===== src/rtl/modem_pkg.sv =====
// Shared modem datapath types and the default sizing used by the filter blocks.
package modem_pkg;

  localparam int SAMPLE_WIDTH   = 18;
  localparam int DEF_DEPTH      = 4;
  localparam int DEF_NUM_CH     = 2;
  localparam int DEF_DECIM      = 1;

  typedef logic signed [SAMPLE_WIDTH-1:0] sample_t;

  // Width of a counter holding 0..n-1, never narrower than one bit.
  function automatic int cnt_width(input int n);
    return (n > 1) ? $clog2(n) : 1;
  endfunction

endpackage


===== src/rtl/tap_shift_buffer_if.sv =====
// Sample stream in, parallel tap window out, for tap_shift_buffer.
interface tap_shift_buffer_if
  import modem_pkg::*;
#(
  parameter int DEPTH      = DEF_DEPTH,
  parameter int DATA_WIDTH = SAMPLE_WIDTH,
  parameter int NUM_CH     = DEF_NUM_CH
) ();

  localparam int FILL_W = $clog2(DEPTH + 1);

  logic                                           clr;
  logic                                           in_valid;
  logic [NUM_CH-1:0][DATA_WIDTH-1:0]              in_data;
  logic [NUM_CH-1:0][DEPTH-1:0][DATA_WIDTH-1:0]   taps_out;
  logic [FILL_W-1:0]                              fill_count;
  logic                                           taps_full;
  logic                                           out_strobe;

  modport master (
    output clr, in_valid, in_data,
    input  taps_out, fill_count, taps_full, out_strobe
  );

  modport slave (
    input  clr, in_valid, in_data,
    output taps_out, fill_count, taps_full, out_strobe
  );

endinterface


===== src/rtl/tap_shift_buffer_tap_chain.sv =====
// Single-channel DEPTH-deep shift register; taps[0] is the newest sample.
module tap_chain
#(
  parameter int DEPTH      = 4,
  parameter int DATA_WIDTH = 18
) (
  input  logic                              clk,
  input  logic                              rst_n,
  input  logic                              clr,
  input  logic                              shift_en,
  input  logic [DATA_WIDTH-1:0]             d,
  output logic [DEPTH-1:0][DATA_WIDTH-1:0]  taps
);

  // NOTE: sequential state uses non-blocking assignments so every flop samples
  // pre-edge values; the taps are reset because the window is observable at once.
  always_ff @(posedge clk or negedge rst_n) begin
    if (!rst_n) begin
      taps <= '0;
    end else if (clr) begin
      taps <= '0;
    end else if (shift_en) begin
      taps <= {taps[DEPTH-2:0], d};
    end
  end

endmodule


===== src/rtl/tap_shift_buffer.sv =====
// Multi-channel tapped delay line with fill tracking and a decimated window strobe.
module tap_shift_buffer
  import modem_pkg::*;
#(
  parameter int DEPTH      = DEF_DEPTH,
  parameter int DATA_WIDTH = SAMPLE_WIDTH,
  parameter int NUM_CH     = DEF_NUM_CH,
  parameter int DECIM      = DEF_DECIM
) (
  input  logic               clk,
  input  logic               rst_n,
  tap_shift_buffer_if.slave  bus
);

  localparam int FILL_W  = $clog2(DEPTH + 1);
  localparam int PHASE_W = cnt_width(DECIM);

  localparam logic [FILL_W-1:0]  FILL_MAX   = FILL_W'(DEPTH);
  localparam logic [PHASE_W-1:0] PHASE_LAST = PHASE_W'(DECIM - 1);

  logic                accept;
  logic [FILL_W-1:0]   fill_count;
  logic [FILL_W-1:0]   fill_next;
  logic [PHASE_W-1:0]  phase;
  logic                taps_full;
  logic                out_strobe;

  // clr wins over in_valid, so a sample presented alongside clr is dropped.
  assign accept = bus.in_valid & ~bus.clr;

  for (genvar c = 0; c < NUM_CH; c++) begin : g_ch
    tap_chain #(
      .DEPTH      (DEPTH),
      .DATA_WIDTH (DATA_WIDTH)
    ) u_chain (
      .clk      (clk),
      .rst_n    (rst_n),
      .clr      (bus.clr),
      .shift_en (accept),
      .d        (bus.in_data[c]),
      .taps     (bus.taps_out[c])
    );
  end

  // NOTE: give every always_comb output a default first so no path infers a latch.
  always_comb begin
    fill_next = fill_count;
    if (accept && (fill_count != FILL_MAX)) begin
      fill_next = fill_count + 1'b1;
    end
  end

  always_ff @(posedge clk or negedge rst_n) begin
    if (!rst_n) begin
      fill_count <= '0;
      phase      <= '0;
      taps_full  <= 1'b0;
      out_strobe <= 1'b0;
    end else if (bus.clr) begin
      fill_count <= '0;
      phase      <= '0;
      taps_full  <= 1'b0;
      out_strobe <= 1'b0;
    end else begin
      fill_count <= fill_next;
      taps_full  <= (fill_next == FILL_MAX);
      // Strobe lands on the same edge that loads the window it announces.
      out_strobe <= accept && (phase == PHASE_LAST) && (fill_next == FILL_MAX);
      if (accept) begin
        phase <= (phase == PHASE_LAST) ? '0 : phase + 1'b1;
      end
    end
  end

  assign bus.fill_count = fill_count;
  assign bus.taps_full  = taps_full;
  assign bus.out_strobe = out_strobe;

endmodule

===== src/flat_wrapper.sv =====
// flat-port wrapper written by rule: the top's interface ports become plain ports
module tap_shift_buffer_flat import modem_pkg::*;
#(
  parameter int DEPTH      = DEF_DEPTH,
  parameter int DATA_WIDTH = SAMPLE_WIDTH,
  parameter int NUM_CH     = DEF_NUM_CH,
  parameter int DECIM      = DEF_DECIM
)
  (clk, rst_n, bus_clr, bus_in_valid, bus_in_data, bus_taps_out, bus_fill_count, bus_taps_full, bus_out_strobe);
  tap_shift_buffer_if #(.DEPTH(DEPTH), .DATA_WIDTH(DATA_WIDTH), .NUM_CH(NUM_CH)) bus_i ();
  input  logic clk;
  input  logic rst_n;
  input wire logic [$bits(bus_i.clr)-1:0] bus_clr;
  input wire logic [$bits(bus_i.in_valid)-1:0] bus_in_valid;
  input wire logic [$bits(bus_i.in_data)-1:0] bus_in_data;
  output wire logic [$bits(bus_i.taps_out)-1:0] bus_taps_out;
  output wire logic [$bits(bus_i.fill_count)-1:0] bus_fill_count;
  output wire logic [$bits(bus_i.taps_full)-1:0] bus_taps_full;
  output wire logic [$bits(bus_i.out_strobe)-1:0] bus_out_strobe;
  assign bus_i.clr = bus_clr;
  assign bus_i.in_valid = bus_in_valid;
  assign bus_i.in_data = bus_in_data;
  assign bus_taps_out = bus_i.taps_out;
  assign bus_fill_count = bus_i.fill_count;
  assign bus_taps_full = bus_i.taps_full;
  assign bus_out_strobe = bus_i.out_strobe;
  tap_shift_buffer #(.DEPTH(DEPTH), .DATA_WIDTH(DATA_WIDTH), .NUM_CH(NUM_CH), .DECIM(DECIM)) u_core (.clk(clk), .rst_n(rst_n), .bus(bus_i));
endmodule

===== config.mk =====
export PLATFORM = sky130hd
export DESIGN_NAME = tap_shift_buffer_flat
export DESIGN_NICKNAME = d
export VERILOG_FILES = /design/src/rtl/modem_pkg.sv /design/src/rtl/tap_shift_buffer_if.sv /design/src/rtl/tap_shift_buffer_tap_chain.sv /design/src/rtl/tap_shift_buffer.sv /design/src/flat_wrapper.sv
export SDC_FILE = /design/constraint.sdc
export NUM_CORES = 1
export LEC_CHECK = 0
export ABC_AREA = 1
export CAP_MARGIN = 20
export CORE_MARGIN = 5
export CORE_UTILIZATION = 45
export DETAILED_ROUTE_END_ITERATION = 16
export GPL_ROUTABILITY_DRIVEN = 0
export PLACE_DENSITY = 0.76
export SYNTH_ARGS = -nofsm -noshare
export SYNTH_HDL_FRONTEND = slang
export SYNTH_SLANG_ARGS = --single-unit

===== constraint.sdc =====
create_clock -name clk -period 2 [get_ports clk]
set_input_delay 0.5 -clock clk [delete_from_list [all_inputs] [get_ports clk]]
set_output_delay 0.5 -clock clk [all_outputs]
set_load 0.01 [all_outputs]

==> run_results.csv, run 1 <==
group,metric,value,unit
routing,wl_per_cell,17.08,um
timing,layout_setup_ws,87.12,ps
setup_path,critPathLaunchType,"register",
routing,drt_iter0_markers,323,
timing,setup_viol,0,
floorplanning,row_count,40,
setup_path,path_cells,"clkdlybuf4s50_1",
timing,slew_viol_final,0,
clock_tree,post_cts_resized,0,
yosys,yosysTopAreaCell,"dfrtp_1",
clock_tree,htreeDepth,4,
yosys,avgSynthCellArea,10.41,um^2
global_route,grt_usage,21.87,%
clock_tree,root_buffer,"clkbuf_16",
power_and_ir_drop,intPower,5892,uW
placed_design,port_buffers,188,
setup_path,arrival,1410,ps
setup_path,critical-path-max-stage-delay,570,ps
cells_and_area,diodes,0,
global_route,antenna_found_initial,0,
clock_tree,clock_sinks,149,
cells_and_area,areaGrowthSynthToFinish,50.46,%
power_and_ir_drop,switchingPower,1597,uW
setup_path,end_kind,"primary output",
timing,worst_pin_slew,456.7,ps
timing,max_freq,522.8,MHz
setup_path,r2r_start,"u_core.bus.fill_count[0]$_DFF_PN0_",
placed_design,preCtsSetupSlack,126.6,ps
setup_path,path_delay_family,"buffers and inverters",
setup_path,cp_data_required_time,1500,ps
routing,num_vias,4602,
timing,hold_viol_final,0,
clock_tree,cts_tree,"done",
timing,min_period_over_period,95.64,%
clock_tree,ctsLongestPathBuffers,2,
power_and_ir_drop,power_frac_comb,9.0,%
power_and_ir_drop,swShare,21.32,%
power_and_ir_drop,p_per_area,890.2,nW/um^2
timing,post-route-min-period,1913,ps
yosys,ys_warn_count,0,
yosys,synth_top_area_share,66.68,%
cells_and_area,drive_gt1_share,6.901,%
timing,clock_skew,6.748,ps
yosys,synthTopCellsByArea,"dfrtp_1, o22ai_1, inv_1, nand3_1, o21ai_0",
yosys,synth.yosys.seq_area_share,66.68,%
power_and_ir_drop,ir_worst_vdd,0.0005373,V
power_and_ir_drop,pwr-share-clk,48.8,%
yosys,synth_cell_types,18,
routing,drc,0,
yosys,yosys_register_bits,149,
floorplanning,dieArea,14760,um^2
setup_path,worstPathMaxFanout,4,
routing,routed_wl,15.49,mm
clock_tree,postCtsHoldBufs,0,
global_route,grt_max_degree,58,
floorplanning,start_util,46.17,%
timing,final.setup.tns,0,ps
power_and_ir_drop,seqPwrFrac,42.2,%
clock_tree,clk_latency,420,ps
routing,via_per_inst,5.074,
global_route,grt_pass1_wl,25.03,mm
setup_path,crit_slowest_cell,"clkdlybuf4s50_1",
timing,relSlewSlack,69.55,%
clock_tree,post_cts_buffers,0,
status,status,"finished clean",
routing,dr.pass1.iters,6,
global_route,grt_pass1_vias,4714,
floorplanning,boundaryPins,189,
worst_hold_path,hold_class,"in2async",
routing,detail-route-antenna-nets,0,
cells_and_area,fin_nets,768,
yosys,syn_area,5592,um^2
setup_path,path_class,"reg2out",
power_and_ir_drop,p_leak,0.003605,uW
setup_path,path_buf_inv,1,
floorplanning,die_w,121.5,um
yosys,syn-num-nets,579,
yosys,synth_cells,537,
floorplanning,die_height,121.5,um
placed_design,hpwl,10.77,mm
setup_path,critPathLaunch,"u_core.bus.fill_count[2]$_DFF_PN0_",
global_route,overflow,0,
clock_tree,clk_pin_slew_worst_paths,60,ps
floorplanning,core,12110,um^2
clock_tree,cts_buffers,17,
run,cap_violations,0,
timing,rsz0062_at_grt,"no",
setup_path,reg2reg_slack,570,ps
## layout by cell type, fill, tap and decap left out
master and n:
nand3_1 41, nand3b_1 1, buf_4 9, dfrtp_1 149, nor2_1 4, clkinv_2 1, o21ai_0 36, clkbuf_8 4
clkdlybuf4s50_1 187, clkbuf_16 17, xnor2_1 1, buf_12 7, nand2_1 44, o22ai_1 72, buf_6 1, inv_1 112
clkinvlp_4 1, ha_1 2, clkbuf_1 3, nand2_4 2, nor2_4 1, bufinv_16 6, inv_2 2, o21ai_1 36
## through the flow
step | hold slack, ps | area [um^2] | util, % | instances | total power, uW
detailed placement | 473.3 | 7729 | 63.81 | 875 | 3886
CTS | 24.31 | 8413 | 69.46 | 907 | 7537
global placement | 459.8 | 7729 | 63.81 | 875 | 3869
finish | 13.41 | 8413 | 69.46 | 907 | 7489
global route | 55.08 | 8413 | 69.46 | 907 | 7732
floorplan | 204.4 | 5592 | - | 537 | 3466
## worst paths after layout
check	endpoint	cells past startpoint
worst max-delay path	bus_fill_count[2]	1
worst min-delay path	u_core.g_ch[0].u_chain.taps[2]$_DFFE_PN0P_	1
worst max register to register	u_core.bus.out_strobe$_DFF_PN0_	8
worst min register to register	u_core.g_ch[0].u_chain.taps[55]$_DFFE_PN0P_	2
max in group asynchronous	u_core.g_ch[1].u_chain.taps[31]$_DFFE_PN0P_	2
min in group clk	u_core.g_ch[0].u_chain.taps[55]$_DFFE_PN0P_	2
## routing by layer
metal	GRT usage, %	routed length (um)
met1	27.03	6256
met2	35.99	7859
met3	6.434	982
met4	8.964	391
met5	0	0
## cells by family after synthesis
logic type	synth area share, %
compound gates	14.50
fa+ha+maj	0.4475
simple gates	7.317
flops	66.68
buf+inv	10.90
xor+xnor	0.1567
## power groups by stage
| stage | Combinational, uW | Sequential (uW) | Clock, uW |
|---|---|---|---|
| after detailed placement | 678 | 3210 | 0 |
| after global routing | 740 | 3170 | 3830 |
| after CTS | 686 | 3160 | 3690 |
| final | 676 | 3160 | 3660 |
| after floorplan | 221 | 3250 | 0 |
| after global placement | 664 | 3210 | 0 |
## cell type report
| class | count | area (um^2) |
|---|---|---|
| clock inverters | 8 | 192.7 |
| flip-flops and latches | 149 | 3729 |
| clock buffers | 24 | 491.7 |
| inverters | 114 | 427.9 |
| fillers | 900 | 3699 |
| repair buffers | 204 | 2091 |
| multi-input cells | 240 | 1271 |
| well taps | 168 | 210.2 |
## Yosys cell counts
master    number
nand3_1       41
buf_4          5
nand2_2        2
clkbuf_1       6
o22ai_1       72
buf_6          2
inv_2          2
ha_1           2
dfrtp_1      149
xnor2_1        1
buf_1          5
o21ai_1       36
inv_1        112
nand2_1       44
nand3b_1       1
buf_2         16
nor2_1         5
o21ai_0       36
## sequential cells by signal (all words and copies together) (netlist names)
register / cells
u_core.g_ch.u_chain.taps: 144
u_core.bus.fill_count: 3
u_core.bus.out_strobe: 1
u_core.bus.taps_full: 1
(Power assumes the default switching activity.)
==> run 2, diff against run 1 <==
CORE_MARGIN = 4   (was 5)
==> run_results.csv, run 2 (synthesized netlist as in run 1, its figures left out) <==
group,metric,value,unit
placed_design,hpwl,10.69,mm
routing,wl_per_cell,16.70,um
floorplanning,dieArea,14270,um^2
timing,whs,56.05,ps
timing,relSlewSlack,62.77,%
routing,routed_wl,15.15,mm
cells_and_area,largest_register,"u_core.g_ch.u_chain.taps",
routing,drc,0,
power_and_ir_drop,ir_worst_vdd,0.0004932,V
floorplanning,row_count,40,
cells_and_area,drive_gt1_share,7.172,%
clock_tree,root_buffer,"clkbuf_16",
floorplanning,boundaryPins,189,
global_route,overflow,0,
timing,final.setup.tns,0,ps
cells_and_area,diodes,0,
clock_tree,post_cts_buffers,0,
status,status,"finished clean",
setup_path,path_cells,"clkdlybuf4s50_1",
clock_tree,clk_latency,400,ps
setup_path,path_delay_family,"buffers and inverters",
cells_and_area,areaGrowthSynthToFinish,48.24,%
setup_path,path_buf_inv,1,
clock_tree,cts_buffers,17,
routing,dr.pass1.iters,5,
clock_tree,clock_sinks,149,
routing,via_per_inst,5.069,
cells_and_area,stdcell_area,8289,um^2
setup_path,critical-path-max-stage-delay,570,ps
timing,clock_skew,8.468,ps
timing,hold_viol_final,0,
setup_path,r2r_start,"u_core.bus.fill_count[0]$_DFF_PN0_",
placed_design,dp_cells,875,
power_and_ir_drop,p_per_area,810.8,nW/um^2
setup_path,path_class,"reg2out",
cells_and_area,largest_registers,"u_core.g_ch.u_chain.taps: 144 flops, u_core.bus.fill_count: 3 flops",
routing,drt_iter0_markers,345,
timing,max_freq,530.5,MHz
setup_path,critPathLaunch,"u_core.bus.fill_count[2]$_DFF_PN0_",
setup_path,end_kind,"primary output",
global_route,antenna_found_initial,0,
setup_path,worstPathMaxFanout,4,
global_route,grt_pass1_vias,4799,
clock_tree,clk_pin_slew_worst_paths,60,ps
cells_and_area,fin_nets,768,
cells_and_area,final_common_cell,"clkdlybuf4s50_1",
floorplanning,core,12110,um^2
routing,num_vias,4598,
global_route,grt_usage,21.37,%
timing,rsz0062_at_grt,"no",
clock_tree,cts_tree,"done",
cells_and_area,final_cell_mix,"clkdlybuf4s50_1, dfrtp_1, inv_1",
timing,post-route-min-period,1885,ps
clock_tree,postCtsHoldBufs,0,
routing,detail-route-antenna-nets,0,
timing,slew_viol_final,0,
timing,min_period_over_period,94.25,%
placed_design,port_buffers,188,
run,cap_violations,0,
timing,setup_viol,0,
floorplanning,die_w,119.5,um
worst_hold_path,hold_class,"in2async",
floorplanning,start_util,46.17,%
global_route,grt_max_degree,63,
setup_path,critPathLaunchType,"register",
power_and_ir_drop,p_leak,0.003532,uW
setup_path,cp_data_required_time,1500,ps
cells_and_area,fillerInstances,932,
floorplanning,die_height,119.5,um
clock_tree,post_cts_resized,0,
clock_tree,ctsLongestPathBuffers,2,
setup_path,arrival,1390,ps
placed_design,dpl_cell_area,7741,um^2
cells_and_area,final_cells,907,
clock_tree,htreeDepth,4,
global_route,grt_pass1_wl,24.33,mm
setup_path,crit_slowest_cell,"clkdlybuf4s50_1",
timing,worst_pin_slew,558.4,ps
cells_and_area,largest_reg_flops,144,
run 2: cell count changes in the layout (fill, tap and decap cells not counted), sizes merged:
cell,previous run,this run
inv,114,115
clkbuf,24,21
bufinv,6,0
clkinvlp,1,6
clkinv,1,4
run 2: area by class of cell:
cell class	instances	area, um^2	share of cell area (%)
tap	168	210.2	2.536
sequential	149	3729	44.98
timing repair buffer	204	2103	25.37
multi-input combinational	240	1271	15.34
clock buffer	21	470.5	5.675
inverter	114	427.9	5.162
clock inverter	11	77.57	0.9358
run 2: path summary, 6_finish.rpt:
kind | end | slack (ps) | cells past startpoint
setup / recovery | bus_fill_count[2] | 110 | 1
hold / removal | u_core.g_ch[1].u_chain.taps[40]$_DFFE_PN0P_ | 60 | 1
setup reg to reg | u_core.bus.out_strobe$_DFF_PN0_ | 670 | 8
hold reg to reg | u_core.g_ch[1].u_chain.taps[71]$_DFFE_PN0P_ | 510 | 2
max in group asynchronous | u_core.g_ch[1].u_chain.taps[64]$_DFFE_PN0P_ | 1320 | 2
min in group clk | u_core.g_ch[1].u_chain.taps[71]$_DFFE_PN0P_ | 510 | 2
run 2: metal layers:
layer	track usage, %	routed length, um	up-vias
li1	-	-	2141
met1	26.59	6206	2260
met2	35.28	7625	167
met3	5.651	859	30
met4	9.306	455	0
met5	0	0	-
run 2: metrics by stage:
step,util (%),total power [uW],setup slack [ps]
after global routing,68.44,6995,63.16
final,68.44,6721,115.0
after floorplan,-,3466,750.1
after detailed placement,63.92,3891,113.5
after CTS,68.44,6782,101.9
after global placement,63.92,3871,164.3
run 2: where the power goes:
group,switching [uW],internal (uW)
Clock,1210,1680
Sequential,52.2,3100
Combinational,358,319
==> run 3, diff against run 2 <==
CORE_UTILIZATION = 41   (was 45)
PLACE_DENSITY = 0.73   (was 0.76)
clock period = 1.7 ns   (was 2 ns; I/O delays follow)
==> run_results.csv, run 3 (synthesized netlist as in run 1, its figures left out) <==
group,metric,value,unit
timing,relSlewSlack,68.98,%
setup_path,cp_data_required_time,1270,ps
clock_tree,clk_latency,420,ps
timing,post-route-min-period,1558,ps
routing,detail-route-antenna-nets,0,
cells_and_area,final_cell_mix,"dlygate4sd2_1, dfrtp_1, inv_1",
clock_tree,clk_pin_slew_worst_paths,60,ps
power_and_ir_drop,ir_worst_vdd,0.0006913,V
status,status,"finished clean",
routing,routed_wl,15.54,mm
routing,drc,0,
setup_path,path_cells,"dlygate4sd2_1",
timing,whs,503.6,ps
routing,wl_per_cell,16.86,um
cells_and_area,largest_register,"u_core.g_ch.u_chain.taps",
placed_design,port_buffers,188,
floorplanning,start_util,42.06,%
timing,setup_viol,0,
floorplanning,dieArea,15570,um^2
setup_path,critPathLaunchType,"register",
setup_path,end_kind,"primary output",
clock_tree,root_buffer,"clkbuf_16",
cells_and_area,multi_input_area,1271,um^2
routing,dr.pass1.iters,4,
cells_and_area,seqCellArea,3729,um^2
clock_tree,clock_sinks,149,
cells_and_area,areaGrowthSynthToFinish,46.81,%
global_route,antenna_found_initial,0,
routing,via_per_inst,4.916,
placed_design,preCtsSetupSlack,-37.79,ps
timing,final.setup.tns,0,ps
clock_tree,cts_buffers,17,
timing,worst_pin_slew,465.3,ps
cells_and_area,largest_registers,"u_core.g_ch.u_chain.taps: 144 flops, u_core.bus.fill_count: 3 flops",
cells_and_area,fillerInstances,1134,
setup_path,arrival,1130,ps
floorplanning,row_count,42,
timing,max_freq,642.0,MHz
clock_tree,ctsLongestPathBuffers,2,
routing,drt_iter0_markers,339,
floorplanning,die_w,124.8,um
global_route,grt_max_degree,55,
placed_design,hpwl,10.82,mm
setup_path,path_buf_inv,1,
setup_path,path_class,"reg2out",
global_route,grt_usage,20.69,%
setup_path,path_delay_family,"flip-flops",
cells_and_area,diodes,0,
timing,layout_setup_ws,142.4,ps
global_route,grt_pass1_wl,25.58,mm
power_and_ir_drop,p_per_area,995.9,nW/um^2
timing,hold_viol_final,0,
run,cap_violations,0,
floorplanning,die_height,124.8,um
setup_path,worstPathMaxFanout,4,
cells_and_area,drive_gt1_share,8.043,%
timing,slew_viol_final,0,
global_route,grt_pass1_vias,4893,
cells_and_area,fin_nets,775,
timing,min_period_over_period,91.62,%
timing,clock_skew,5.841,ps
global_route,overflow,0,
power_and_ir_drop,p_leak,0.004256,uW
cells_and_area,largest_reg_flops,144,
power_and_ir_drop,fin_total_pwr,8175,uW
floorplanning,boundaryPins,189,
setup_path,critical-path-max-stage-delay,410,ps
routing,num_vias,4533,
timing,rsz0062_at_grt,"no",
floorplanning,core,13300,um^2
worst_hold_path,hold_class,"in2async",
clock_tree,cts_tree,"done",
setup_path,crit_slowest_cell,"dfrtp_1",
clock_tree,htreeDepth,4,
[run 3: final cells by class]
type	instances	share of cell area, %
multi-input combinational	240	15.49
clock buffer	17	5.182
tap	176	2.683
clock inverter	15	1.997
sequential	149	45.42
inverter	114	5.213
timing repair buffer	211	24.02
[run 3: through the flow]
stage / utilization (%) / cell area [um^2] / instances
final: 61.74 / 8209 / 922
after global routing: 61.74 / 8209 / 922
after CTS: 61.74 / 8209 / 922
after detailed placement: 58.58 / 7789 / 888
after global placement: 58.58 / 7789 / 888
after floorplan: - / 5592 / 537
[run 3: where the power goes]
part / leakage, uW / total [uW] / internal [uW] / switching [uW]
Sequential: 0.00204 / 3710 / 3650 / 56.4
Clock: 0.000284 / 3730 / 2280 / 1440
Combinational: 0.00193 / 742 / 313 / 429
Total: 0.00426 / 8180 / 6250 / 1930
[run 3: final timing paths]
| kind | end | startpoint | cells after the start | slack [ps] |
|---|---|---|---|---|
| min in group clk | u_core.g_ch[1].u_chain.taps[61]$_DFFE_PN0P_ | u_core.g_ch[1].u_chain.taps[61]$_DFFE_PN0P_ | 2 | 510 |
| max reg2reg | u_core.bus.taps_full$_DFF_PN0_ | u_core.bus.fill_count[0]$_DFF_PN0_ | 7 | 300 |
| min reg2reg | u_core.g_ch[1].u_chain.taps[61]$_DFFE_PN0P_ | u_core.g_ch[1].u_chain.taps[61]$_DFFE_PN0P_ | 2 | 510 |
| min | u_core.g_ch[1].u_chain.taps[22]$_DFFE_PN0P_ | rst_n | 2 | 500 |
| max | bus_fill_count[0] | u_core.bus.fill_count[0]$_DFF_PN0_ | 1 | 140 |
| max in group asynchronous | u_core.g_ch[1].u_chain.taps[17]$_DFFE_PN0P_ | rst_n | 3 | 660 |
[run 3: timing repair]
action / in CTS / in global routing
setup endpoints to repair: 149 / 0
hold buffers: 1 / 0
resized for setup: 149 / 0
setup buffers: 1 / 0
endpoints found under the hold margin: 39 / 0
[run 3: layer usage]
| metal | wire (um) | vias up | GRT usage, % |
|---|---|---|---|
| met5 | 0 | - | 0 |
| met4 | 469 | 0 | 9.413 |
| met3 | 972 | 33 | 6.304 |
| met2 | 7891 | 151 | 35.11 |
| met1 | 6209 | 2195 | 24.08 |
| li1 | - | 2154 | - |
